File: src/rtl/clock_divider_if.sv
// Output bundle of clock_divider: divided square wave, plus the rise pulse
// when built with CLOCK_DIVIDER_TICK_EN.
interface clock_divider_if;
    logic clk_out;
`ifdef CLOCK_DIVIDER_TICK_EN
    logic tick;

    modport master (output clk_out, output tick);
    modport slave  (input  clk_out, input  tick);
`else
    modport master (output clk_out);
    modport slave  (input  clk_out);
`endif
endinterface

File: src/rtl/clock_divider.sv
// Free-running 50 % duty divider: clk_out toggles every HALF input cycles.
// Optional one-cycle rise pulse 'tick' when CLOCK_DIVIDER_TICK_EN is defined.
module clock_divider #(
    parameter int CLK_FREQ_HZ = 100_000_000,
    parameter int OUT_FREQ_HZ = 1
) (
    input  logic             clk,
    input  logic             rst,
    clock_divider_if.master  div
);

    localparam int HALF  = CLK_FREQ_HZ / (2 * OUT_FREQ_HZ);
    localparam int CNT_W = (HALF > 1) ? $clog2(HALF) : 1;
    localparam logic [CNT_W-1:0] TERM = CNT_W'(HALF - 1);

    if (HALF == 0) begin : g_half_check
        $error("clock_divider: CLK_FREQ_HZ must be at least 2*OUT_FREQ_HZ");
    end

    logic [CNT_W-1:0] cnt_reg;
    logic             clk_out_reg;
    logic             at_term;

    assign at_term = (cnt_reg == TERM);

    always_ff @(posedge clk or negedge rst) begin
        if (!rst) begin
            cnt_reg     <= '0;
            clk_out_reg <= 1'b0;
        end else if (at_term) begin
            cnt_reg     <= '0;
            clk_out_reg <= ~clk_out_reg;
        end else begin
            cnt_reg     <= cnt_reg + CNT_W'(1);
        end
    end

    assign div.clk_out = clk_out_reg;

`ifdef CLOCK_DIVIDER_TICK_EN
    logic tick_reg;

    // Registered on the same edge that raises clk_out, so both rise together.
    always_ff @(posedge clk or negedge rst) begin
        if (!rst) begin
            tick_reg <= 1'b0;
        end else begin
            tick_reg <= at_term & ~clk_out_reg;
        end
    end

    assign div.tick = tick_reg;
`endif

endmodule

File: src/flat_wrapper.sv
// flat-port wrapper written by rule: the top's interface ports become plain ports
module clock_divider_flat 
#(
    parameter int CLK_FREQ_HZ = 100_000_000,
    parameter int OUT_FREQ_HZ = 1
)
  (clk, rst, div_clk_out);
  clock_divider_if div_i ();
  input  logic clk;
  input  logic rst;
  output wire logic [$bits(div_i.clk_out)-1:0] div_clk_out;
  assign div_clk_out = div_i.clk_out;
  clock_divider #(.CLK_FREQ_HZ(CLK_FREQ_HZ), .OUT_FREQ_HZ(OUT_FREQ_HZ)) u_core (.clk(clk), .rst(rst), .div(div_i));
endmodule
File: config.mk
export PLATFORM = sky130hd
export DESIGN_NAME = clock_divider_flat
export DESIGN_NICKNAME = d
export VERILOG_FILES = /design/src/rtl/clock_divider_if.sv /design/src/rtl/clock_divider.sv /design/src/flat_wrapper.sv
export SDC_FILE = /design/constraint.sdc
export NUM_CORES = 1
export LEC_CHECK = 0
export ABC_AREA = 0
export ABC_CLOCK_PERIOD_IN_PS = 3800
export CORE_MARGIN = 1.5
export CORE_UTILIZATION = 55
export CTS_CLUSTER_DIAMETER = 100
export DETAILED_ROUTE_END_ITERATION = 10
export HOLD_SLACK_MARGIN = 0.12
export PLACE_DENSITY = 0.83
export SLEW_MARGIN = 20
export SYNTH_ARGS = -nofsm -noshare
export SYNTH_HDL_FRONTEND = slang
export SYNTH_SLANG_ARGS = --single-unit
File: constraint.sdc
create_clock -name clk -period 3.8 [get_ports clk]
set_input_delay 0.76 -clock clk [delete_from_list [all_inputs] [get_ports clk]]
set_output_delay 0.76 -clock clk [all_outputs]
set_load 0.01 [all_outputs]
==> summary.md, run 1 <==
| Metric | Value |
|---|---|
| Commonest non-fill, non-tap cells in the layout | `dfrtp_1 (27), nand3_1 (10), xor2_1 (9), nor2_1 (9), a21oi_1 (9)` |
| DPL Wire Length | `roughly 1600 um` |
| Area Growth Syn to Fin | `3.29%` |
| Fillers | `roughly 210` |
| Chip width | `roughly 52 um` |
| CP Max Fanout | `17` |
| Max Root-Sink Buffers | `2` |
| Setup TNS | `0 ns` |
| Root buffer cell | `clkbuf_4` |
| Total power | `between 400 and 500 uW` |
| Full die area | `between 2000 and 3000 um2` |
| Max Transition Viols Final | `0` |
| DR WL/cell | `14.6 um` |
| DRT antenna net count | `0` |
| # hold bufs at CTS | `0` |
| Vias in the first global route | `885` |
| Peak supply drop | `around 0.21 mV` |
| Worst-margin pin slew | `between 0.9 and 1 ns` |
| Grt ovf | `0` |
| Die Ht | `around 52 um` |
| Cell Rows | `17` |
| Main flop type after synthesis | `dfrtp_1` |
| #FFs+latches synth | `27` |
| Crit start category | `register` |
| Vias per cell | `~6.0` |
| Average size of a mapped cell | `between 10 and 15 um2` |
| Max_cap viols | `0` |
| Depth of the CTS H-tree | `1` |
| Asr flop ratio synth | `100%` |
| Final Hold Fails | `0` |
| Slew margin rel. | `slightly below 40%` |
| Core ar. | `between 2000 and 2500 um2` |
| CP Data Arrival Time | `between 2 and 2.5 ns` |
| Ant. Diodes | `0` |
| IO buf count | `2` |
| Yosys warning count | `0` |
| RSZ-0062 raised after global routing | `no` |
| Syn_nets | `130` |
| Reg clk slew, reported paths | `around 0.14 ns` |
| Global-route wire length before repair | `approximately 3900 um` |
| CTS tree | `yes` |
| Required time of the worst setup path | `roughly 4.0 ns` |
| Post-Syn Area | `roughly 1300 um2` |
| Pwr dens | `302 nW/um2` |
| CP endpoint kind | `register` |
| Final WL | `about 2300 um` |
| Residual DRC count | `0` |
| Final setup fails | `0` |
| Minimum clock period | `between 2 and 2.5 ns` |
| Post-synth EDFFs | `0` |
| Pin count of the biggest net entering global routing | `28` |
| Clk_lat worst skew | `around 0.32 ns` |
| Unique masters post-synth | `33` |
| Layout cells sized above 1 | `a little under a tenth` |
| All-layer global routing usage | `between 15 and 20%` |
| Mapped Cells | `roughly 130` |
| Fin nets | `about 130` |
| Sequential fraction of the synthesis area | `between 50% and 60%` |
| Vias | `930` |
| Outcome | `finished, final reports clean` |
| Gpl congestion | `about 0.77` |
| Initial Utilization | `approximately three fifths` |
| Top-Level Pins | `3` |
| Post-cts gate resize count | `0` |
| Fmax achieved | `between 0.4 and 0.5 GHz` |
| TritonRoute pass-1 iters | `4` |
| Largest register FFs | `26` |
| Post-CTS Setup Inserts | `0` |
| Clock Skews | `0.00508 ns` |
| TritonCTS Sinks | `27` |
| Fin crit share | `roughly 57%` |
| CTS Buf Count | `3` |
| Leakage | `0.000598 uW` |
| Hold Crit Class | `input pin to asynchronous set/reset pin` |
| Commonest non-fill, non-tap cell in the layout | `dfrtp_1` |
| Kind of critical path | `register to register` |
| Initial antenna violation count | `0` |
| 1st-iter DRT viols | `7` |
-- per-layer routing --
layer,wire [um],up-vias,global-route usage [%]
met3,48,6,2.86
met4,51,0,11.1
li1,-,458,-
met1,1090,456,24.6
met5,0,-,0
met2,1080,10,33.3
-- cells in the mapped netlist, types with 3 or more instances --
| library cell | instances | area share, % |
|---|---|---|
| nor2_1 | 9 | 2.5 |
| o21ai_0 | 6 | 2.3 |
| nand3_1 | 10 | 3.8 |
| and3_1 | 3 | 1.4 |
| xnor2_1 | 6 | 4.0 |
| o31ai_1 | 3 | 1.7 |
| or3_1 | 6 | 2.8 |
| dfrtp_1 | 27 | 51 |
| xor2_1 | 9 | 5.9 |
| nand2_1 | 7 | 2.0 |
| nand4_1 | 5 | 2.4 |
| a21oi_1 | 9 | 3.4 |
| buf_2 | 3 | 1.1 |
-- through the flow --
step	worst slack (ns)	cells	hold WS, ns	utilization [%]	cell area, um2
after global routing	1.41	155	0.431	60.9	1370
after CTS	1.57	155	0.421	60.9	1370
after global placement	1.67	151	0.455	59.9	1350
final	1.62	155	0.405	60.9	1370
after floorplan	2.06	127	0.439	-	1330
after detailed placement	1.59	151	0.463	59.7	1350
-- cells by family after synthesis --
family | count (synthesis) | share of synthesized area (%)
buffers and inverters | 8 | 3.10
AO/OA/AOI/OAI | 20 | 8.65
flip-flops | 27 | 50.8
adder cells (fa/ha/maj) | 1 | 0.941
AND/OR/NAND/NOR | 56 | 26.6
XOR/XNOR | 15 | 9.88
-- final timing paths --
check                                       startpoint                        endpoint  slack [ns]  cells past startpoint
max                        u_core.cnt_reg[0]$_DFF_PN0_  u_core.div.clk_out$_DFFE_PN0N_        1.62                      5
min                                                rst     u_core.cnt_reg[8]$_DFF_PN0_        0.40                      1
max reg2reg                u_core.cnt_reg[0]$_DFF_PN0_  u_core.div.clk_out$_DFFE_PN0N_        1.62                      5
min reg2reg                u_core.cnt_reg[6]$_DFF_PN0_     u_core.cnt_reg[6]$_DFF_PN0_        0.48                      1
max in group asynchronous                          rst    u_core.cnt_reg[23]$_DFF_PN0_        3.02                      1
min in group clk           u_core.cnt_reg[6]$_DFF_PN0_     u_core.cnt_reg[6]$_DFF_PN0_        0.48                      1
-- power breakdown --
group / leakage (uW) / switching [uW] / internal, uW
Sequential: 0.000363 / 0 / 287
Combinational: 0.000218 / 5.03 / 0.368
Clock: 0.0000177 / 82.6 / 39.5
Total: 0.000598 / 87.7 / 327
-- area by class of cell --
| cell class | count | area (um2) | area share [%] |
|---|---|---|---|
| flip-flops and latches | 27 | 676 | 49.2 |
| clock buffers | 3 | 22.5 | 1.64 |
| repair buffers | 2 | 15.0 | 1.09 |
| clock inverters | 1 | 5.00 | 0.364 |
| well taps | 28 | 35.0 | 2.55 |
| multi-input cells | 92 | 613 | 44.6 |
| inverters | 2 | 7.51 | 0.546 |
-- critical path, stage by stage, from the launching register on --
cell and delay, ns:
dfrtp_1 0.41, ha_1 0.19, and3_1 0.31, nand2_1 0.16
nor4_4 0.82, xor2_1 0.14
Note: power is estimated with default switching activity, not from simulation.
==> run 2: changes to the inputs <==
- ABC_CLOCK_PERIOD_IN_PS: 3800 -> 1950
- CORE_UTILIZATION: 55 -> 54
- PLACE_DENSITY: 0.83 -> 0.85
- clock period: 3.8 -> 1.95 ns (I/O delays scaled with it)
==> summary.md, run 2 (synthesis gave the netlist of run 1 again) <==
| Metric | Value |
|---|---|
| Outcome | `finished, final reports clean` |
| Minimum clock period | `1.78 ns (-0.400 ns)` |
| Vias | `1029 (+11%)` |
| Max Transition Viols Final | `0 (unchanged)` |
| Layout cells sized above 1 | `15.4% (+6.0 points)` |
| Area after DPL | `1400 um2 (+4.3%)` |
| Clock power share | `30.4% (+1.0 points)` |
| Reg clk slew, reported paths | `0.15 ns (about the same)` |
| Setup TNS | `0 ns (unchanged)` |
| Fin crit share | `91.2% (+34 points)` |
| TritonRoute pass-1 iters | `4 (unchanged)` |
| Critical Path Source | `u_core.cnt_reg[0]$_DFF_PN0_` |
| Largest stage delay, worst path | `0.54 ns (-0.28 ns)` |
| Pin count of the biggest net entering global routing | `28 (unchanged)` |
| Crit-path cells | `ha_1 -> and3_2 -> nand4_4 -> or4_4 -> a21oi_2` |
| DR WL/cell | `15.5 um (+6.1%)` |
| Largest register FFs | `26 (unchanged)` |
| Vias per cell | `6.27 (+4.6%)` |
| TritonCTS Sinks | `27 (unchanged)` |
| DRT antenna net count | `0 (unchanged)` |
| Final Hold Fails | `0 (unchanged)` |
| Fmax achieved | `0.563 GHz (+23%)` |
| Clk_lat worst skew | `0.33 ns (about the same)` |
| Max Root-Sink Buffers | `2 (unchanged)` |
| Initial antenna violation count | `0 (unchanged)` |
| Logic pwr share | `1.6% (+0.3 points)` |
| All-layer global routing usage | `21.9% (+2.0 points)` |
| 1st-iter DRT viols | `49 (+42)` |
| Switch share | `22.1% (+0.96 points)` |
| Clock Skews | `0.00669 ns (+0.00161 ns)` |
| Hold Crit Class | `input pin to asynchronous set/reset pin` |
| Grt ovf | `0 (unchanged)` |
| Crit path buf inv count | `0 (unchanged)` |
| Leakage | `0.000637 uW (+6.5%)` |
| Vias in the first global route | `984 (+11%)` |
| IO buf count | `2 (unchanged)` |
| Commonest non-fill, non-tap cell in the layout | `dfrtp_1` |
| DPL Wire Length | `1730 um (+8.7%)` |
| Residual DRC count | `0 (unchanged)` |
| Final setup fails | `0 (unchanged)` |
| Area Growth Syn to Fin | `9.03%` |
| CTS tree | `yes` |
| Peak supply drop | `0.485 mV (+130%)` |
| Initial Utilization | `58.4% (-0.55 points)` |
| Final WL | `2540 um (+12%)` |
| CTS Buf Count | `3 (unchanged)` |
| CP Max Fanout | `6 (-11)` |
| Final core utilization | `63.7% (+2.8 points)` |
| Flop pwr share | `68.0% (-1.3 points)` |
| Required time of the worst setup path | `2.23 ns (-1.75 ns)` |
| Finished layout cell area | `1450 um2 (+5.6%)` |
| Kind of critical path | `register to register` |
| Cell Rows | `17 (unchanged)` |
| Crit start category | `register` |
| Global-route wire length before repair | `4400 um (+13%)` |
| Full die area | `2770 um2 (+1.8%)` |
| Internal power | `642 uW (+96%)` |
| Pwr dens | `568 nW/um2 (+88%)` |
| RSZ-0062 raised after global routing | `no` |
| Root buffer cell | `clkbuf_4` |
| CP endpoint kind | `register` |
| Die Ht | `52.6 um (+0.87%)` |
| Core ar. | `2280 um2 (+0.94%)` |
| Worst r2r src | `u_core.cnt_reg[0]$_DFF_PN0_` |
| Fin nets | `140 (+6.9%)` |
| Critical path's top delay family | `simple AND/OR/NAND/NOR gates` |
| Psw | `182 uW (+110%)` |
| Chip width | `52.6 um (+0.87%)` |
| Gpl congestion | `0.851 (+11%)` |
| Max_cap viols | `0 (unchanged)` |
| # hold bufs at CTS | `0 (unchanged)` |
| Depth of the CTS H-tree | `1 (unchanged)` |
| Total power | `824 uW (+99%)` |
| Slew margin rel. | `77.6% (+38 points)` |
| CP max-delay cell | `or4_4` |
| Fillers | `186 (-13%)` |
| CP Data Arrival Time | `2.06 ns (-0.30 ns)` |
| Commonest non-fill, non-tap cells in the layout | `dfrtp_1 (27), nand3_1 (10)` |
| Worst-margin pin slew | `0.336 ns (-0.569 ns)` |
| Top-Level Pins | `3 (unchanged)` |
| Ant. Diodes | `0 (unchanged)` |
==> run 2: cell types whose count changed in the layout (fill, tap and decap cells not counted), sizes merged <==
cell,before,now
clkinv,1,0
clkdlybuf4s50,1,2
buf,1,9
clkinvlp,0,1
==> run 2: what timing repair did <==
item,CTS,global route
gates resized for setup,0,1
buffers inserted,0,2
endpoints found under the setup margin,0,5
==> run 2: worst register-to-register path: cells and delay by family (launching register included) <==
kind,cells,cell delay [ns]
and+or+nand+nor,3,0.97
adders and majority gates,1,0.19
AOI/OAI and AO/OA,1,0.15
DFF,1,0.42
==> run 2: worst paths after layout <==
check                                                    end  slack (ns)  cells after the start
worst max-delay path            u_core.cnt_reg[22]$_DFF_PN0_        0.17                      5
worst min-delay path            u_core.cnt_reg[10]$_DFF_PN0_        0.41                      2
worst max register to register  u_core.cnt_reg[22]$_DFF_PN0_        0.17                      5
worst min register to register   u_core.cnt_reg[6]$_DFF_PN0_        0.48                      1
max in group asynchronous       u_core.cnt_reg[11]$_DFF_PN0_        1.29                      2
min in group clk                 u_core.cnt_reg[6]$_DFF_PN0_        0.48                      1
==> run 2: power by group through the flow <==
stage	sequential (uW)	clock, uW	combinational [uW]
final	560	250	13.5
after global routing	560	272	16.3
after CTS	560	259	14.4
after detailed placement	570	0	14.3
after global placement	570	0	14.0
after floorplan	571	0	0.000239
==> run 2: area by class of cell <==
cell class	count	area, um2	share of cell area, %
clock buffers	3	22.5	1.55
clock inverters	1	7.51	0.518
inverters	2	7.51	0.518
multi-input cells	92	614	42.4
flip-flops and latches	27	676	46.6
well taps	28	35.0	2.42
repair buffers	11	87.6	6.04
==> run 2: through the flow <==
step	std cells	hold slack, ns	setup WS (ns)
floorplan	127	0.0944	0.207
global placement	158	0.454	0.177
detailed placement	158	0.456	0.121
CTS	162	0.412	0.0665
global route	164	0.442	0.0441
finish	164	0.408	0.172
==> run 2: per-layer routing <==
metal / up-vias / share of wire, % / track usage, %
met5: - / 0 / 0
met4: 0 / 2.2 / 9.83
met3: 7 / 3.3 / 3.43
met2: 25 / 49 / 33.1
met1: 524 / 45 / 31.1
li1: 473 / - / -
